--- src/rtl/arbiter_out_fifo_pkg.sv ---
// Shared widths and constants for the arbiter output path, kept common with arbiter_mux
// so that word, grant and source-index widths cannot drift apart.
package arbiter_out_fifo_pkg;

    localparam int ARB_DATA_W  = 16;
    localparam int ARB_NUM_REQ = 5;
    localparam int ARB_SRC_W   = 3;
    localparam int FIFO_DEPTH  = 8;
    localparam int FIFO_AW     = 3;

    // Source index reported for a zero or multi-hot grant.
    localparam logic [ARB_SRC_W-1:0] SRC_BAD = '1;

endpackage

--- src/rtl/arbiter_onehot_enc.sv ---
// One-hot grant to source index encoder with a validity flag; purely combinational.
// Non-one-hot grants encode to all-ones so they can never alias a real requester.
module arbiter_onehot_enc #(
    parameter int NUM_REQ = 5,
    parameter int SRC_W   = 3
) (
    input  logic [NUM_REQ-1:0] grant,
    output logic [SRC_W-1:0]   src,
    output logic               onehot_ok
);

    logic [SRC_W-1:0] idx;

    always_comb begin
        idx = '0;
        for (int k = 0; k < NUM_REQ; k++) begin
            if (grant[k]) begin
                idx = SRC_W'(k);
            end
        end
    end

    // Exactly one bit set: non-zero and clearing the lowest set bit leaves nothing.
    assign onehot_ok = (grant != '0) && ((grant & (grant - NUM_REQ'(1))) == '0);
    assign src       = onehot_ok ? idx : '1;

endmodule

--- src/rtl/arbiter_out_fifo.sv ---
// Output buffer behind arbiter_mux: stores word + encoded source, first-word-fall-through, 1-cycle latency.
// valid/ready out; when full a word is accepted only if the head pops the same cycle, otherwise dropped (overflow).
module arbiter_out_fifo
    import arbiter_out_fifo_pkg::*;
#(
    parameter int DATA_W  = ARB_DATA_W,
    parameter int NUM_REQ = ARB_NUM_REQ,
    parameter int SRC_W   = ARB_SRC_W,
    parameter int DEPTH   = FIFO_DEPTH,
    parameter int AW      = FIFO_AW
) (
    input  logic               clk,
    input  logic               reset,
    input  logic               in_valid,
    input  logic [DATA_W-1:0]  in_data,
    input  logic [NUM_REQ-1:0] in_grant,
    output logic               out_valid,
    input  logic               out_ready,
    output logic [DATA_W-1:0]  out_data,
    output logic [SRC_W-1:0]   out_src,
    output logic [AW:0]        level,
    output logic               full,
    output logic               empty,
    output logic               overflow,
    output logic               grant_err
);

    localparam int EW = DATA_W + SRC_W;

    logic [EW-1:0]    mem [DEPTH];
    logic [AW-1:0]    wr_ptr;
    logic [AW-1:0]    rd_ptr;
    logic [AW:0]      level_nxt;
    logic [SRC_W-1:0] enc_src;
    logic             onehot_ok;
    logic             push;
    logic             pop;

    arbiter_onehot_enc #(
        .NUM_REQ (NUM_REQ),
        .SRC_W   (SRC_W)
    ) u_enc (
        .grant     (in_grant),
        .src       (enc_src),
        .onehot_ok (onehot_ok)
    );

    assign out_valid = !empty;
    assign pop       = out_valid && out_ready;
    assign push      = in_valid && (!full || pop);

    always_comb begin
        level_nxt = level;
        case ({push, pop})
            2'b10:   level_nxt = level + (AW+1)'(1);
            2'b01:   level_nxt = level - (AW+1)'(1);
            default: level_nxt = level;
        endcase
    end

    always_ff @(posedge clk or negedge reset) begin
        if (!reset) begin
            wr_ptr    <= '0;
            rd_ptr    <= '0;
            level     <= '0;
            full      <= 1'b0;
            empty     <= 1'b1;
            overflow  <= 1'b0;
            grant_err <= 1'b0;
        end else begin
            if (push) begin
                wr_ptr <= wr_ptr + AW'(1);
            end
            if (pop) begin
                rd_ptr <= rd_ptr + AW'(1);
            end
            level <= level_nxt;
            full  <= (level_nxt == (AW+1)'(DEPTH));
            empty <= (level_nxt == '0);
            if (in_valid && full && !pop) begin
                overflow <= 1'b1;
            end
            if (in_valid && !onehot_ok) begin
                grant_err <= 1'b1;
            end
        end
    end

    // Storage is deliberately not reset; the head is masked while empty instead.
    always_ff @(posedge clk) begin
        if (push) begin
            mem[wr_ptr] <= {in_data, enc_src};
        end
    end

    assign out_data = empty ? '0 : mem[rd_ptr][EW-1:SRC_W];
    assign out_src  = empty ? '0 : mem[rd_ptr][SRC_W-1:0];

endmodule

--- config.mk ---
export PLATFORM = sky130hd
export DESIGN_NAME = arbiter_out_fifo
export DESIGN_NICKNAME = d
export VERILOG_FILES = /design/src/rtl/arbiter_out_fifo_pkg.sv /design/src/rtl/arbiter_onehot_enc.sv /design/src/rtl/arbiter_out_fifo.sv
export SDC_FILE = /design/constraint.sdc
export NUM_CORES = 1
export LEC_CHECK = 0
export BUFFER_PORTS_ARGS = -buffer_cell sky130_fd_sc_hd__buf_2
export CAP_MARGIN = 20
export CORE_MARGIN = 5
export CORE_UTILIZATION = 35
export CTS_CLUSTER_DIAMETER = 30
export DETAILED_ROUTE_END_ITERATION = 6
export GPL_TIMING_DRIVEN = 0
export PLACE_DENSITY_LB_ADDON = 0.12
export SLEW_MARGIN = 25
export SYNTH_ARGS = -nofsm -noshare
export SYNTH_HDL_FRONTEND = slang
export SYNTH_SLANG_ARGS = --single-unit
--- constraint.sdc ---
create_clock -name clk -period 3.9 [get_ports clk]
set_input_delay 0 -clock clk [delete_from_list [all_inputs] [get_ports clk]]
set_output_delay 0 -clock clk [all_outputs]
set_load 0.005 [all_outputs]
=== Yosys cells after proc, flatten, opt, wreduce, memory -nomap -nowiden ===
Memory sizes are Yosys's and may differ from the RTL's.
Cells that the tools add are included.

* Bits in registers: 14
* Memories: 1
* Bits in writable memories: 152
* Word-level logic and storage cells: 41

{| class="wikitable"
|+ Memories
! name !! words !! bits a word !! read ports !! clocked after memory_dff !! write ports !! line !! source
|-
| mem || 8 || 19 || 1 || 0 || 1 || arbiter_out_fifo.sv:30 || <nowiki>logic [EW-1:0] mem [DEPTH];</nowiki>
|}

* Mux-type cells: 10
* Add/sub/neg operators: 5
* Equal/unequal tests: 3
* Bitwise logic cells: 1
* Reductions and logical operators: 14

{| class="wikitable"
|+ Operators with widths
! operator !! number
|-
| 2-to-1 mux 16 bit || 1
|-
| 2-to-1 mux 3 bit || 3
|-
| case mux 4 bit (2 select lines) || 1
|-
| adder 3 x 1 -> 3 bit, second input constant || 2
|-
| logical AND 1 bit || 6
|-
| bitwise AND 5 bit || 1
|-
| zero test 5 bit || 1
|-
| nonzero test 5 bit || 1
|-
| subtractor 5 x 1 -> 5 bit, second input constant || 1
|-
| adder 4 x 1 -> 4 bit, second input constant || 1
|-
| == test 4 bit, second input constant || 1
|-
| zero test 1 bit || 4
|-
| zero test 4 bit || 1
|-
| 2-to-1 mux 2 bit || 2
|-
| subtractor 4 x 1 -> 4 bit, second input constant || 1
|-
| 2-to-1 mux 1 bit || 3
|-
| == test 2 x 1 -> 1 bit, second input constant || 1
|-
| == test 2 bit, second input constant || 1
|-
| logical OR 1 bit || 1
|}

=== Depth between registers and ports, before layout ===
Gate-level depths: netlist of run 1.

* Depth in word-level cells: 7
* Mapped depth: 11

=== Hierarchy ===
A second synthesis of run 1 with hierarchy kept.

* Cell total of the unflattened synthesis: 333
* Area total of the unflattened synthesis: 6675.2 um^2

{| class="wikitable"
|+ Modules (own cells, without submodules)
! module !! instances !! area each (um^2) !! cells each !! seq. area each (um^2)
|-
| arbiter_out_fifo || 1 || 6570.1 || 315 || 4916.0
|-
| arbiter_onehot_enc || 1 || 105.1 || 18 || 0.0
|}

=== Worst setup path after synthesis of run 1 ===
No wires, ideal clock.

* Path kind: reg-to-reg
* Start point: reg empty
* End point: mem mem[0][0] (netlist name) (enable)
* Library setup time: 0.443 ns
* Slack: 0.660 ns
* Stages on the path, launching flop included: 5
* Arrival: 2.797 ns
* Buffers on the path: 0
* Period minus slack after synthesis: 3.240 ns
* Data required time: 3.457 ns
* Path through: dfstp_2 nand2b_1 a21oi_2 inv_2 nor4_1

* Word-level cells in the longest chain between the ends: 6

{| class="wikitable"
|+ RTL lines
! what !! line !! source
|-
| from (decl) || arbiter_out_fifo.sv:23 || <nowiki>output logic empty,</nowiki>
|-
| from (signal assigned) || arbiter_out_fifo.sv:79 || <nowiki>empty <= (level_nxt == '0);</nowiki>
|-
| zero test 1 bit || arbiter_out_fifo.sv:48 || <nowiki>assign out_valid = !empty;</nowiki>
|-
| logical AND 1 bit || arbiter_out_fifo.sv:49 || <nowiki>assign pop = out_valid && out_ready;</nowiki>
|-
| logical OR 1 bit || arbiter_out_fifo.sv:50 || <nowiki>assign push = in_valid && (!full || pop);</nowiki>
|-
| logical AND 1 bit || arbiter_out_fifo.sv:50 ||
|-
| 2-to-1 mux 1 bit || arbiter_out_fifo.sv:91 || <nowiki>if (push) begin</nowiki>
|-
| 2-to-1 mux 1 bit (not written as such) || arbiter_out_fifo.sv:92 || <nowiki>mem[wr_ptr] <= {in_data, enc_src};</nowiki>
|-
| to (decl) || arbiter_out_fifo.sv:30 ||
|}

No other way between the ends.

=== Final worst setup path of run 1 ===
* Start point: reg empty
* End point: reg full

* Word-level cells in the longest chain between the ends: 7
* Elaborated cells between the ends (all ways): 8
* Those cells by class: 3 x eq/ne; 1 x mux; 4 x reduce/logical

{| class="wikitable"
|+ RTL lines
! what !! line !! source
|-
| zero test 1 bit (*) || arbiter_out_fifo.sv:48 ||
|-
| logical AND 1 bit (*) || arbiter_out_fifo.sv:49 ||
|-
| logical OR 1 bit || arbiter_out_fifo.sv:50 ||
|-
| logical AND 1 bit || arbiter_out_fifo.sv:50 ||
|-
| == test 2 x 1 -> 1 bit or == test 2 bit (tied branches) || arbiter_out_fifo.sv:54 || <nowiki>case ({push, pop})</nowiki>
|-
| case mux 4 bit (2 select lines) (*) || arbiter_out_fifo.sv:54 ||
|-
| == test 4 bit (*) || arbiter_out_fifo.sv:78 || <nowiki>full <= (level_nxt == (AW+1)'(DEPTH));</nowiki>
|-
| to (signal assigned) || arbiter_out_fifo.sv:78 ||
|-
| to (decl) || arbiter_out_fifo.sv:22 || <nowiki>output logic full,</nowiki>
|}

Mark *: on every way between the ends. The rest lies on a longest branch, timed or not.
A chain may end at the register's enable or synchronous reset.

==> metrics, run 1 <==
status completed; gr usage total 13.4%; Routed WL per cell 20.3 um; post-synthesis mux area share 16.6%; crit path launch empty$_DFF_PN1_; Sink Count 166; first-pass GRT wire length 21,500 um; count of cell types in the netlist 40; VDD IR max roughly 0.34 mV; crit-path cells nand2b_1 -> a21oi_2 -> inv_2 -> ha_1 -> clkbuf_1 -> xor2_1 -> ha_1 -> a21oi_1 -> xor3_1 -> a31oi_1 -> o21ba_1; crit share post-route 73.6%; WS Path Type reg2reg; Seq/Total Area, Yosys 73.8%; leakage power about 2.9 nW; core region area 18,700 um^2; CP max stage cell dfstp_2; grt total ovfl 0; Met3 Wirelength 532 um; xor and xnor area share after synthesis 1.67%; Critical Path RT 4.21 ns; most frequent CP cell ha_1; min Tclk post-route 2.87 ns; Initial DRT Pass Iterations 6; Min Hold Slack approximately 0.019 ns; Post-Syn Area per Cell 20.2 um^2; Worst-Skew Late Latency 0.41 ns; met2 WL 7100 um; Port Buffers 52; Num CTS Buffers 17; Post-synth ARST share 8.43%; overall power 0.00593 W; leading area contributor after synthesis edfxtp_1; Synth Area in Compound Gates around 1.6%; commonest non-fill, non-tap cells in the layout 152 x edfxtp_1, 60 x buf_2, 29 x mux4_2; Hold Path Class in2async; most common cell after layout, fill and taps aside edfxtp_1; CP peak stage delay 0.39 ns; via density per instance 4.92; RSZ-0062 raised after global routing false; Horiz. Die Dim between 100 and 150 um; Max-cap violations 0; Worst EP arrival ~3.2 ns; FF-to-FF Start empty$_DFF_PN1_; Max Buffers Root-to-Sink 2; Worst Max-Slew Pin Slew 0.833 ns; Die ar. between 20,000 and 25,000 um^2; routability cong. about 0.7; Initial Util 35.6%; ys flop type edfxtp_1; final setup margin between 1 and 1.5 ns; Highest Signal Layer met4; FMAX around 0.35 GHz; Final #Nets 469; Metal-1 WL 6190 um; skew final around 0.0057 ns; Top Ports 53; Syn. warnings 0; antenna violations before repair 0; root buffer cell clkbuf_16; Worst-path clk slew 0.06 ns; Slew HR 44.5%; Layout Utilization a little over two fifths; vias in the first global route between 3,000 and 4,000; crit-path max FO 6; largest family of logic cells by synthesized area multiplexers; post-synth top area share 68.6%; largest net degree at the start of global routing 17; hold violation total from the final report 0; Syn Inst Count 330; vias after detailed routing approximately 3,400; Post-Synth Simple-Gate Area around 3.9%; Mapped Nets 360; Area growth syn-to-layout 22.8%; Slew Viols, Final 0; ANT cells 0; Rows 50; Post-CTS Resized 0; die height around 150 um; Cells after DPL 635; EDFF count, synth 152; PwrDens 726 nW/um^2; final WL 13,900 um; Worst Setup End Kind register; CTS tree yes; Max H-tree Level 4; DP Wirelength approximately 9300 um; Seq cells post-synth roughly 170; share of cells above drive strength 1 32.5%; Antenna Nets Post-Route 0; Final setup viols 0; top post-synthesis cells by area edfxtp_1 69%, mux4_2 9.8%, dfrtp_1 4.9%; pre-CTS WS 1.04 ns; Synth Cell Area 6660 um^2; Synth Area in Adders 0.940%; crit path launch type register; fin cells 686; initial detailed-routing violation count approximately 210; fill cell count 1,652; Post-CTS Repair Setup Buffers 0; # DRC 0
[registers in the layout, summed over array words and instances, names as in the netlist]
register   flops
overflow       1
wr_ptr         3
rd_ptr         3
mem          152
empty          1
full           1
grant_err      1
level          4
[timing repair]
item	4_1_cts	5_1_grt
setup endpoints to repair	0	0
endpoints found under the hold margin	144	0
hold buffers	19	0
[cells by family (layout without fill, tap and decap cells)]
logic type | after synthesis | in the layout
AO/OA/AOI/OAI | 16 | 16
XOR/XNOR | 11 | 11
adder cells (fa/ha/maj) | 5 | 5
buffers and inverters | 18 | 140
flip-flops | 166 | 166
multiplexers | 59 | 59
AND/OR/NAND/NOR | 55 | 55
[critical path, delay by kind of cell, from the launching register on]
kind | cells | cell delay, ns
AOI/OAI and AO/OA | 4 | 0.96
xor gates and xnor gates | 2 | 0.46
adders and majority gates | 2 | 0.40
buffers and inverters | 2 | 0.31
DFF | 1 | 0.39
and+or+nand+nor | 1 | 0.26
[final timing paths]
kind                                               to  slack (ns)  cells past startpoint
worst max register to register         full$_DFF_PN0_        1.03                     11
worst min register to register   overflow$_DFFE_PN0P_        0.47                      1
worst max-delay path                   full$_DFF_PN0_        1.03                     11
max in group asynchronous             empty$_DFF_PN1_        3.58                      2
worst min-delay path             overflow$_DFFE_PN0P_        0.02                      2
min in group clk                rd_ptr[1]$_DFFE_PN0P_        0.03                      4
[final cells by class]
class                           count  area, um^2  area share, %
Buffer                             14        88.8           1.09
Clock buffer                       23         448           5.48
Clock inverter                      9        80.1          0.980
Inverter                            4        15.0          0.184
Multi-Input combinational cell    146        1690           20.6
Sequential cell                   166        4920           60.1
Tap cell                          234         293           3.58
Timing Repair Buffer               90         647           7.91
[where the power goes]
| part | leakage, nW | total, W | switching [W] | internal (W) |
|---|---|---|---|---|
| logic | 1.10 | 0.00201 | 0.00104 | 0.000973 |
| registers | 1.53 | 0.00240 | 0.000135 | 0.00226 |
| clock network | 0.247 | 0.00152 | 0.000645 | 0.000873 |
[cell usage after synthesis, types with 2 or more instances]
library cell  instances
edfxtp_1            152
mux4_2               29
nor2_1               26
mux2i_1              19
dfrtp_1              13
mux4_1                9
nand2_1               8
nor3_1                7
clkbuf_1              6
xor2_1                6
ha_1                  5
nand2b_1              5
buf_2                 4
o21ai_0               4
xnor2_1               4
inv_1                 3
nor2b_1               3
a21oi_1               2
mux2_2                2
o21ai_1               2
o21bai_1              2
[per-layer routing]
metal	vias to the layer above	global-route usage (%)
li1	1550	-
met1	1764	17.0
met2	53	22.8
met3	11	3.74
met4	0	3.88
met5	-	0
[through the flow]
stage                     setup TNS [ns]  cell area [um^2]
final                                  0              8170
after global routing                   0              8170
after CTS                              0              8170
after detailed placement               0              7460
after global placement            -71.44              7210
after floorplan                        0              6660
(Power assumes the default switching activity.)
==> inputs of run 2 (changes only) <==
==> constraint.sdc (replaced) <==
create_clock -name clk -period 2.7 [get_ports clk]
set_input_delay 0 -clock clk [delete_from_list [all_inputs] [get_ports clk]]
set_output_delay 0 -clock clk [all_outputs]
set_load 0.005 [all_outputs]
==> metrics, run 2 (synthesized netlist as in run 1, its figures left out) <==
hold violation total from the final report 0; Worst EP arrival ~2.8 ns; Worst-path clk slew around 0.060 ns; initial detailed-routing violation count 207; crit-path max FO 6; root buffer cell clkbuf_16; final setup margin 0.192 ns; ANT cells 0; Cells after DPL 631; crit-path cells nand2b_2 -> a21oi_4 -> inv_2 -> ha_2 -> xor2_1 -> ha_1 -> a21oi_2 -> xor3_1 -> a31oi_2 -> o21ba_1; VDD IR max 0.465 mV; Die ar. 21,900 um^2; die height 148 um; Max Buffers Root-to-Sink 2; Sequential Area just under 5000 um^2; share of cells above drive strength 1 33.2%; final WL roughly 14,000 um; Initial Util 35.6%; Worst Max-Slew Pin Slew between 0.8 and 0.9 ns; FF-to-FF path depth 10; most common cell after layout, fill and taps aside edfxtp_1; WS Path Type reg2reg; vias in the first global route 3,589; Max H-tree Level 4; Hold Path Class in2async; vias after detailed routing 3,308; Sink Count 166; core region area 18,700 um^2; fill cell count 1,633; largest net degree at the start of global routing 17; Top Ports 53; Antenna Nets Post-Route 0; CP max stage cell dfstp_2; gr usage total approximately an eighth; R2R setup slack 0.19 ns; fin cells 683; Num CTS Buffers 17; Post-CTS Repair Setup Buffers 0; pre-CTS WS -0.208 ns; CP peak stage delay 0.39 ns; antenna violations before repair 0; FMAX 0.399 GHz; CTS tree yes; FF-to-FF Start empty$_DFF_PN1_; CP Buf/Inv Count 1; Critical Path RT 3.01 ns; via density per instance just under 5; Max-cap violations 0; Largest regs mem x152, level x4; DP Wirelength about 9000 um; Rows 50; status completed; skew final ~0.0083 ns; crit share post-route 92.9%; FF-to-FF End full$_DFF_PN0_; commonest non-fill, non-tap cells in the layout 152 x edfxtp_1, 56 x buf_2, 29 x mux4_2; Slew HR about 41%; Area growth syn-to-layout 24.4%; Final setup viols 0; leakage power 2.91 nW; Worst Setup End Kind register; grt total ovfl 0; min Tclk post-route 2.51 ns; routability cong. 0.649; number of flip-flops in the largest register 152; Slew Viols, Final 0; RSZ-0062 raised after global routing false; area taken by multi-input logic gates 1720 um^2; Largest Register mem; PwrDens between 1000 and 1500 nW/um^2; Worst-Skew Late Latency around 0.42 ns; crit-path leading delay family compound AO/OA/AOI/OAI gates; # DRC 0; Layout Utilization between 40 and 50%; Initial DRT Pass Iterations 4; Port Buffers 52; Routed WL per cell 20.0 um; Final #Nets between 400 and 500; Horiz. Die Dim 148 um; crit path launch type register; first-pass GRT wire length about 21,000 um
==> run 2: cell types whose count changed in the layout (fill, tap and decap cells not counted), sizes merged <==
cell,before,now
clkbuf,30,23
clkinvlp,4,2
clkinv,4,9
bufinv,1,3
dlygate4sd3,19,22
buf,78,74
==> run 2: what timing repair did <==
| item | CTS | global route |
|---|---|---|
| resized for setup | 3 | 2 |
| hold buffers | 22 | 0 |
| endpoints found under the hold margin | 146 | 0 |
| endpoints found under the setup margin | 2 | 1 |
| pin swaps | 1 | 0 |
==> run 2: report_power, final <==
| part | total [W] | internal, W | switching, W |
|---|---|---|---|
| clock network | 0.00239 | 0.00144 | 0.000952 |
| logic | 0.00290 | 0.00143 | 0.00147 |
| registers | 0.00348 | 0.00327 | 0.000211 |
| total | 0.00878 | 0.00614 | 0.00264 |
==> run 2: area by class of cell <==
class                      instances  area share (%)
multi-input combinational        146            20.8
timing repair buffer              89            8.01
clock inverter                    14            1.95
sequential                       166            59.4
inverter                           4           0.181
buffer                            13            1.03
clock buffer                      17            5.14
tap                              234            3.53
==> run 2: layer usage <==
layer  wire length [um]  global-route usage [%]  vias up
met5                  0                       0        -
met4                153                    4.57        0
met3                430                    2.97       10
met2               7380                    23.7       55
met1               5680                    16.0     1697
li1                   -                       -     1546
==> run 2: how the worst max path moves through the flow <==
stage | start | to | slack (ns) | cells after the start
2_1_floorplan | empty$_DFF_PN1_ | mem[2][0]$_DFFE_PP_ | -0.04 | 4
4_1_cts | empty$_DFF_PN1_ | full$_DFF_PN0_ | 0.07 | 10
3_5_place_dp | empty$_DFF_PN1_ | full$_DFF_PN0_ | -0.21 | 11
5_1_grt | empty$_DFF_PN1_ | full$_DFF_PN0_ | 0.03 | 10
6_report | empty$_DFF_PN1_ | full$_DFF_PN0_ | 0.19 | 10
3_3_place_gp | empty$_DFF_PN1_ | mem[2][9]$_DFFE_PP_ | -1.80 | 4
==> run 2: metrics by stage <==
step                      hold WS, ns  power (W)  TNS (ns)  cell area (um^2)
final                          0.0200    0.00878         0              8280
after CTS                     0.00694    0.00895         0              8270
after global placement        -0.0847    0.00628   -158.00              7220
after detailed placement      -0.0700    0.00649    -0.273              7460
after floorplan                -0.296    0.00529     -2.52              6670
after global routing           0.0456    0.00932         0              8280
